===== config.mk =====
export PLATFORM = sky130hd
export DESIGN_NAME = fetch_unit
export DESIGN_NICKNAME = d
export VERILOG_FILES = /design/src/rtl/fetch_unit.sv
export SDC_FILE = /design/constraint.sdc
export NUM_CORES = 1
export LEC_CHECK = 0
export ABC_AREA = 1
export CORE_ASPECT_RATIO = 1.4
export CORE_MARGIN = 2
export CORE_UTILIZATION = 68
export CTS_CLUSTER_DIAMETER = 30
export DETAILED_ROUTE_END_ITERATION = 10
export DONT_BUFFER_PORTS = 1
export PLACE_DENSITY_LB_ADDON = 0.1
export SYNTH_ARGS = -nofsm -noshare
export SYNTH_HDL_FRONTEND = slang
export SYNTH_SLANG_ARGS = --single-unit

===== constraint.sdc =====
create_clock -name clk -period 11.9 [get_ports clk]
set_clock_uncertainty 0.2 [all_clocks]
set_input_delay 1.19 -clock clk [delete_from_list [all_inputs] [get_ports clk]]
set_output_delay 1.19 -clock clk [all_outputs]
set_load 0.1 [all_outputs]

===== src/rtl/fetch_unit.sv =====
// -----------------------------------------------------------------------------
// fetch_unit
//
// Instruction fetch stage sitting directly upstream of the PC next-address
// logic. It owns the architectural fetch PC, issues one request at a time to
// instruction memory, and buffers returned instructions (with their PCs) in a
// small FIFO that feeds decode. A redirect strobe (PC_clear) reloads the fetch
// PC, flushes the FIFO and causes any in-flight response to be dropped.
//
// Ports:
//   clk         in   clock, all state updates on the rising edge
//   reset       in   synchronous active-high reset
//   PC_next     in   redirect target from the next-address logic
//   PC_clear    in   redirect / flush strobe (one cycle per event)
//   imem_req    out  memory request valid
//   imem_addr   out  memory request address (current fetch PC)
//   imem_ready  in   memory accepts the request when imem_req & imem_ready
//   imem_valid  in   memory response valid (one per accepted request)
//   imem_data   in   memory response instruction word
//   dec_valid   out  FIFO head is valid
//   dec_instr   out  FIFO head instruction
//   dec_pc      out  PC of the FIFO head instruction
//   dec_ready   in   decode consumes the head when dec_valid & dec_ready
// -----------------------------------------------------------------------------
module fetch_unit #(
    parameter int ADDRESS_SIZE     = 32,
    parameter int INSTRUCTION_SIZE = 4,
    parameter int DATA_SIZE        = 32,
    parameter int BUFFER_DEPTH     = 2,
    parameter logic [ADDRESS_SIZE-1:0] RESET_PC = {ADDRESS_SIZE{1'b0}}
) (
    input  logic                    clk,
    input  logic                    reset,
    input  logic [ADDRESS_SIZE-1:0] PC_next,
    input  logic                    PC_clear,
    output logic                    imem_req,
    output logic [ADDRESS_SIZE-1:0] imem_addr,
    input  logic                    imem_ready,
    input  logic                    imem_valid,
    input  logic [DATA_SIZE-1:0]    imem_data,
    output logic                    dec_valid,
    output logic [DATA_SIZE-1:0]    dec_instr,
    output logic [ADDRESS_SIZE-1:0] dec_pc,
    input  logic                    dec_ready
);

    localparam int PTR_W = $clog2(BUFFER_DEPTH);
    localparam int CNT_W = PTR_W + 1;

    localparam logic [ADDRESS_SIZE-1:0] PC_STEP    = ADDRESS_SIZE'(INSTRUCTION_SIZE);
    localparam logic [ADDRESS_SIZE-1:0] ALIGN_MASK = ~(ADDRESS_SIZE'(INSTRUCTION_SIZE - 1));
    localparam logic [CNT_W-1:0]        FULL_COUNT = CNT_W'(BUFFER_DEPTH);
    localparam logic [CNT_W-1:0]        CNT_ZERO   = {CNT_W{1'b0}};
    localparam logic [CNT_W-1:0]        CNT_ONE    = CNT_W'(1'b1);
    localparam logic [PTR_W-1:0]        PTR_ZERO   = {PTR_W{1'b0}};
    localparam logic [PTR_W-1:0]        PTR_ONE    = PTR_W'(1'b1);

    // REQ: may issue; WAIT: one outstanding, response kept;
    // DRAIN: one outstanding, response will be discarded.
    typedef enum logic [1:0] {
        ST_REQ   = 2'b00,
        ST_WAIT  = 2'b01,
        ST_DRAIN = 2'b10
    } fetch_state_t;

    // Redirect targets are forced onto an instruction boundary.
    function automatic logic [ADDRESS_SIZE-1:0] align_pc(input logic [ADDRESS_SIZE-1:0] pc);
        return pc & ALIGN_MASK;
    endfunction

    // Sequential successor; wraps silently at the top of the address space.
    function automatic logic [ADDRESS_SIZE-1:0] seq_pc(input logic [ADDRESS_SIZE-1:0] pc);
        return pc + PC_STEP;
    endfunction

    fetch_state_t            state_r;
    fetch_state_t            state_s;
    logic [ADDRESS_SIZE-1:0] fetch_pc_r;
    logic [ADDRESS_SIZE-1:0] fetch_pc_s;
    logic [ADDRESS_SIZE-1:0] pending_pc_r;
    logic [ADDRESS_SIZE-1:0] pending_pc_s;

    logic [DATA_SIZE-1:0]    instr_mem_r [BUFFER_DEPTH];
    logic [ADDRESS_SIZE-1:0] pc_mem_r    [BUFFER_DEPTH];
    logic [PTR_W-1:0]        rd_ptr_r;
    logic [PTR_W-1:0]        rd_ptr_s;
    logic [PTR_W-1:0]        wr_ptr_r;
    logic [PTR_W-1:0]        wr_ptr_s;
    logic [CNT_W-1:0]        count_r;
    logic [CNT_W-1:0]        count_s;

    logic req_s;
    logic accept_s;
    logic push_s;
    logic pop_s;
    logic head_valid_s;

    // Request / handshake qualifiers. A request is only issued when a FIFO
    // slot is free, so the eventual push can never overflow.
    always_comb begin
        req_s        = 1'b0;
        accept_s     = 1'b0;
        push_s       = 1'b0;
        pop_s        = 1'b0;
        head_valid_s = 1'b0;
        if (reset) begin
            req_s        = 1'b0;
            head_valid_s = 1'b0;
        end else begin
            req_s        = (state_r == ST_REQ) && (count_r < FULL_COUNT) && !PC_clear;
            head_valid_s = (count_r != CNT_ZERO);
        end
        accept_s = req_s && imem_ready;
        // A redirect overrides both the push of a kept response and a pop.
        push_s   = (state_r == ST_WAIT) && imem_valid && !PC_clear && !reset;
        pop_s    = head_valid_s && dec_ready && !PC_clear;
    end

    // Next-state logic for the fetch FSM.
    always_comb begin
        state_s = state_r;
        case (state_r)
            ST_REQ: begin
                if (PC_clear) begin
                    state_s = ST_REQ;
                end else if (accept_s) begin
                    state_s = ST_WAIT;
                end else begin
                    state_s = ST_REQ;
                end
            end
            ST_WAIT: begin
                // A response arriving with a redirect is simply dropped.
                if (imem_valid) begin
                    state_s = ST_REQ;
                end else if (PC_clear) begin
                    state_s = ST_DRAIN;
                end else begin
                    state_s = ST_WAIT;
                end
            end
            ST_DRAIN: begin
                if (imem_valid) begin
                    state_s = ST_REQ;
                end else begin
                    state_s = ST_DRAIN;
                end
            end
            default: begin
                state_s = ST_REQ;
            end
        endcase
    end

    // Fetch PC and pending (issued) PC update; redirect has highest priority.
    always_comb begin
        fetch_pc_s   = fetch_pc_r;
        pending_pc_s = pending_pc_r;
        if (PC_clear) begin
            fetch_pc_s = align_pc(PC_next);
        end else if (accept_s) begin
            fetch_pc_s   = seq_pc(fetch_pc_r);
            pending_pc_s = fetch_pc_r;
        end else begin
            fetch_pc_s = fetch_pc_r;
        end
    end

    // FIFO pointer and occupancy update; a redirect empties the FIFO.
    always_comb begin
        rd_ptr_s = rd_ptr_r;
        wr_ptr_s = wr_ptr_r;
        count_s  = count_r;
        if (PC_clear) begin
            rd_ptr_s = PTR_ZERO;
            wr_ptr_s = PTR_ZERO;
            count_s  = CNT_ZERO;
        end else begin
            if (push_s) begin
                wr_ptr_s = wr_ptr_r + PTR_ONE;
            end else begin
                wr_ptr_s = wr_ptr_r;
            end
            if (pop_s) begin
                rd_ptr_s = rd_ptr_r + PTR_ONE;
            end else begin
                rd_ptr_s = rd_ptr_r;
            end
            case ({push_s, pop_s})
                2'b10:   count_s = count_r + CNT_ONE;
                2'b01:   count_s = count_r - CNT_ONE;
                default: count_s = count_r;
            endcase
        end
    end

    // Control state registers with synchronous reset.
    always_ff @(posedge clk) begin
        if (reset) begin
            state_r      <= ST_REQ;
            fetch_pc_r   <= RESET_PC;
            pending_pc_r <= RESET_PC;
            rd_ptr_r     <= PTR_ZERO;
            wr_ptr_r     <= PTR_ZERO;
            count_r      <= CNT_ZERO;
        end else begin
            state_r      <= state_s;
            fetch_pc_r   <= fetch_pc_s;
            pending_pc_r <= pending_pc_s;
            rd_ptr_r     <= rd_ptr_s;
            wr_ptr_r     <= wr_ptr_s;
            count_r      <= count_s;
        end
    end

    // FIFO storage; contents are don't-care while the occupancy is zero.
    always_ff @(posedge clk) begin
        if (push_s) begin
            instr_mem_r[wr_ptr_r] <= imem_data;
            pc_mem_r[wr_ptr_r]    <= pending_pc_r;
        end else begin
            instr_mem_r[wr_ptr_r] <= instr_mem_r[wr_ptr_r];
            pc_mem_r[wr_ptr_r]    <= pc_mem_r[wr_ptr_r];
        end
    end

    assign imem_req  = req_s;
    assign imem_addr = fetch_pc_r;
    assign dec_valid = head_valid_s;
    assign dec_instr = instr_mem_r[rd_ptr_r];
    assign dec_pc    = pc_mem_r[rd_ptr_r];

endmodule


==> flow_metrics.tcl <==
set metrics [dict create \
    outcome "completed" \
    seqPwrFrac_pct 56.4 \
    postCtsSetupRepairBufs 0 \
    reg2reg_to "imem_addr[28]$_SDFFE_PP0P_" \
    clkTransAtPathRegs_ns 0.07 \
    async_flop_share_pct 0 \
    antenna_found_initial 0 \
    vdd_ir_drop_max_v 0.000120 \
    whs_ns 0.262 \
    place_congestion 0.925 \
    postSynthAreaPerCell_um2 11.0 \
    drt-initial-drc-count 258 \
    port-buffer-count 0 \
    cts_made_buffers 17 \
    setup_violations 0 \
    cpPeakStageDelay_ns 0.78 \
    grt_max_degree 76 \
    routedWlPerCell_um 18.5 \
    layout.nets 779 \
    post_cts_resized 0 \
    grt_pass1_vias 4772 \
    drc 0 \
    ys.flop_type "edfxtp_1" \
    period_needed_ns 3.54 \
    die_area_mm2 0.0124 \
    switchingPower_uw 358 \
    htreeDepth 4 \
    p_comb_share_pct 4.1 \
    ys_types 31 \
    cts_tree "yes" \
    synthAdderAreaFrac_pct 0.319 \
    design.core.area_mm2 0.0113 \
    hold_class "flip-flop to flip-flop" \
    fp.dieW_um 94.8 \
    internal_power_mw 1.03 \
    hold_violations 0 \
    max_slew_margin_pct 21.0 \
    ys_seq_area_share_pct 64.6 \
    finalSetupTns_ns 0 \
    syn2layout_area_growth_pct 8.57 \
    synth.area.mux_share_pct 8.90 \
    grt_pass1_wl_um 24300 \
    synth_top_family_by_area "simple AND/OR/NAND/NOR gates" \
    min_period_over_period_pct 29.7 \
    clock.fmax_mhz 283 \
    synth-compound-area-share_pct 7.45 \
    rsz0062_at_grt "no" \
    synth-simple-area-share_pct 13.1 \
    worst_pin_slew_ns 1.19 \
    syn_area_mm2 0.00784 \
    required_ns 11.74 \
    yosysWarnings 0 \
    postCtsHoldBufs 0 \
    cts_root_buf "clkbuf_16" \
    rr_worst_depth 10 \
    p_clk_share_pct 39.6 \
    dr.pass1.iters 6 \
    die_y_um 131 \
    synth-seq-cells 191 \
    synth_edf_count 124 \
    r2r_start "imem_addr[2]$_SDFFE_PP0P_" \
    fill_cells 769 \
    swShare_pct 25.8 \
    synth_xor_area_share_pct 0.670 \
    vias_per_cell 5.82 \
    end_kind "flip-flop" \
    clock_sinks 191 \
    ioPinCount 168 \
    dp_hpwl_um 10700 \
    reg2reg_slack_ns 9.01 \
    p_per_area_mw_per_mm2 163 \
    cp.arrival_ns 3.38 \
    grt_overflow 0 \
    min_from "pending_pc_r[30]$_SDFFE_PP0P_" \
    critPathLaunchType "input port" \
    ant_nets 0 \
    rows 46 \
    critical_path_class "input port to flip-flop" \
    insertion_delay_ns 0.42 \
    crit_slowest_cell "inv_1" \
    drive_gt1_share_pct 15.8 \
    clockBufferDepth 2 \
    routed_wl_um 15900 \
    cp_cell_sequence "inv_1 > nand4_1 > nor2_4 > buf_4" \
    slew_violations 0 \
    syn-instance-count 710 \
    worstSetupEndpoint "pc_mem_r[1][17]$_DFFE_PP_" \
    vias 5032 \
    grt.total_usage_pct 26.1 \
    p_leak_nw 3.01 \
    worst-path-max-fanout 62 \
    cp-startpoint "reset" \
    start_util_pct 69.5 \
    cap_violations 0 \
    diodes 0 \
]
-- critical path: cells and delay by family --
family | cells | cell delay (ns)
and+or+nand+nor | 2 | 0.71
buffers and inverters | 2 | 1.41
-- final cells by class --
| class | instances | area [µm²] | area share, % |
|---|---|---|---|
| well taps | 144 | 180 | 2.12 |
| multi-input cells | 430 | 2420 | 28.5 |
| flip-flops and latches | 191 | 5070 | 59.5 |
| repair buffers | 5 | 37.5 | 0.441 |
| clock inverters | 15 | 149 | 1.75 |
| inverters | 62 | 233 | 2.73 |
| clock buffers | 17 | 425 | 5.00 |
-- sequential cells by signal, summed over array words and instances, names as in the netlist, named ones only --
register	cells
wr_ptr_r	1
rd_ptr_r	1
instr_mem_r	64
pending_pc_r	30
state_r	2
pc_mem_r	60
imem_addr	30
count_r	2
-- power groups by stage --
| stage | Sequential [mW] | Combinational [mW] | Clock, mW |
|---|---|---|---|
| floorplan | 0.791 | 0.0482 | 0 |
| global placement | 0.794 | 0.0537 | 0 |
| detailed placement | 0.795 | 0.0551 | 0 |
| CTS | 0.780 | 0.0558 | 0.556 |
| global route | 0.782 | 0.0627 | 0.580 |
| finish | 0.781 | 0.0561 | 0.548 |
-- cells in the mapped netlist, types with 2 or more instances --
| master | n | area [µm²] |
|---|---|---|
| inv_1 | 61 | 229 |
| or2_2 | 2 | 12.5 |
| buf_4 | 5 | 37.5 |
| mux2_2 | 62 | 698 |
| edfxtp_1 | 124 | 3720 |
| nand4_1 | 6 | 37.5 |
| and2_1 | 2 | 12.5 |
| nand2_1 | 126 | 473 |
| o21ai_0 | 56 | 280 |
| clkbuf_1 | 9 | 33.8 |
| a31oi_1 | 3 | 18.8 |
| a21oi_1 | 49 | 245 |
| a211oi_1 | 2 | 15.0 |
| xnor2_1 | 2 | 17.5 |
| nor2_2 | 4 | 25.0 |
| ha_1 | 2 | 25.0 |
| nand3_1 | 39 | 195 |
| dfxtp_1 | 67 | 1340 |
| nor2_1 | 56 | 210 |
| buf_2 | 16 | 80.1 |
| o21ai_1 | 2 | 10.0 |
| nor2_4 | 3 | 33.8 |
| xor2_1 | 4 | 35.0 |
-- cells by family after synthesis --
logic type | after synthesis
AO/OA/AOI/OAI | 114
XOR/XNOR | 6
adder cells (fa/ha/maj) | 2
buffers and inverters | 92
flip-flops | 191
multiplexers | 62
other | 1
AND/OR/NAND/NOR | 242
-- per-layer routing --
| layer | track usage, % | up-vias | wire length (µm) |
|---|---|---|---|
| met1 | 31.6 | 2344 | 6060 |
| li1 | - | 2431 | - |
| met2 | 43.4 | 223 | 7950 |
| met5 | 0 | - | 0 |
| met3 | 7.95 | 34 | 1450 |
| met4 | 11.4 | 0 | 488 |
-- stage by stage --
stage | std cells | util, % | cell area [µm²] | worst slack (ns) | power, mW
CTS | 864 | 75.5 | 8510 | 8.38 | 1.39
finish | 864 | 75.5 | 8510 | 8.36 | 1.38
global route | 864 | 75.5 | 8510 | 8.13 | 1.42
floorplan | 713 | - | 7850 | 7.09 | 0.839
global placement | 832 | 70.4 | 7940 | 7.98 | 0.847
detailed placement | 832 | 70.4 | 7940 | 7.96 | 0.850
-- worst min-delay path by stage --
stage / depth (start not counted) / endpoint
CTS: 0 / pc_mem_r[1][11]$_DFFE_PP_
detailed placement: 0 / pc_mem_r[1][11]$_DFFE_PP_
finish: 0 / pc_mem_r[1][30]$_DFFE_PP_
floorplan: 0 / pc_mem_r[0][10]$_DFFE_PP_
global route: 0 / pc_mem_r[0][8]$_DFFE_PP_
global placement: 0 / pc_mem_r[0][22]$_DFFE_PP_
-- placed cells by master, fill, tap and decap left out, drive strengths merged, types with 4 or more instances in the layout --
| cell | instances |
|---|---|
| mux2 | 62 |
| buf | 5 |
| o21ai | 58 |
| nand3 | 40 |
| nand2 | 127 |
| edfxtp | 124 |
| conb | 4 |
| clkbuf | 17 |
| nand4 | 6 |
| clkinv | 4 |
| xor2 | 4 |
| a21oi | 49 |
| inv | 69 |
| dfxtp | 67 |
| nor2 | 63 |
Power figures use the tool's default switching activity.
==> RTL edit (same settings) <==
Re-encode `fetch_state_t` (3 states) as one-hot, 3 bits wide.
--- a/src/rtl/fetch_unit.sv
+++ b/src/rtl/fetch_unit.sv
@@ -59,6 +59,6 @@
     // DRAIN: one outstanding, response will be discarded.
-    typedef enum logic [1:0] {
-        ST_REQ   = 2'b00,
-        ST_WAIT  = 2'b01,
-        ST_DRAIN = 2'b10
+    typedef enum logic [2:0] {
+        ST_REQ   = 3'b001,
+        ST_WAIT  = 3'b010,
+        ST_DRAIN = 3'b100
     } fetch_state_t;
Check against the original RTL: same outputs for any inputs over 4 cycles, from zero or initial values and one cycle with reset high; so few cycles prove little.
==> RTL edit against the original RTL <==
- non-clock buffer count grew 3
- sequential cell count grew 1
- cell area grew 1.7%
- power grew 1.9%
- fmax grew 0.42%
- via count grew 5.4%
- synthesized area grew 1.7%
- global-route usage grew 2.9 points
- combinational power grew 10%
- wire length grew 15%
- hold slack lost 0.0032 ns
- worst setup slack gained 0.015 ns
- sequential share of layout area shrank 0.79 points
- sequential power shrank 0.8%
- critical path type is now in -> out
- largest cell class unchanged
- highest routed layer unchanged
==> RTL edit: results <==
set metrics [dict create \
    wl_met3_mm 1.790 \
    wl_per_cell_um 20.97 \
    r2r_slack_ns 9.02 \
    min_to "pc_mem_r[1][22]" \
    grt_max_degree 68 \
    min_from "pending_pc_r[22]" \
    grt_pass1_wl_mm 27.78 \
    grtUsageTotal_pct 29.02 \
    slew_headroom_pct 22.28 \
    min_period_ns 3.525 \
    use_met2_pct 49.84 \
    fin_cells 876 \
    peakVddDrop_uv 110.2 \
    wl_met2_mm 9.533 \
    drt-met1-wl_mm 6.776 \
    grt_util_met1_pct 34.76 \
    drive_above_1_share_pct 16.94 \
    avgSynthCellArea_um2 11.05 \
    crit_fanout 40 \
    ys_seq_area_share_pct 63.73 \
    avgViaCountPerCell 6.054 \
    p_leak_nw 3.039 \
    dp_slack_ns 8.015 \
    grtUsageMet3_pct 8.576 \
    drt_iter0_drc 389 \
    synth_cell_type_count 39 \
    first_pass_iters 5 \
    fin_hold_ws_ns 0.2592 \
    grt_pass1_vias 5200 \
    placed_area_um2 8060 \
    ys_top_cells_by_area "edfxtp_1 47%, dfxtp_1 17%, mux2_2 8.8%" \
    outcome "complete, no violations" \
    endpoint "imem_req" \
    critPathArrivalTime_ns 2.13 \
    synthArstFlopShare_pct 0 \
    nNetsFinal 791 \
    place_hpwl_mm 11.82 \
    dp_cells 844 \
]
## RTL edit: where the power goes
group	switching (mW)	internal (mW)
clock	0.246	0.328
combinational	0.0457	0.0160
sequential	0.0550	0.720
total	0.347	1.06
## RTL edit: logic make-up after synthesis
kind of cell	Yosys count	share of synthesized area, %
adder cells (fa/ha/maj)	2	0.3136
flip-flops	192	63.73
XOR/XNOR	9	0.9880
other	1	0.04700
multiplexers	62	8.750
AND/OR/NAND/NOR	256	13.44
buffers and inverters	88	5.300
AO/OA/AOI/OAI	112	7.433
## RTL edit: final cells by class
cell class	instances	area, um2
Clock buffer	22	508.0
Clock inverter	10	95.09
Multi-Input combinational cell	445	2505
Sequential cell	192	5086
Timing Repair Buffer	8	77.57
Tap cell	144	180.2
Fill cell	746	2733
Inverter	55	211.5
## RTL edit: critical path: stages
cell,delay (ns)
inv_4,0.31
nand2_4,0.14
nor3_2,0.24
clkbuf_16,0.24
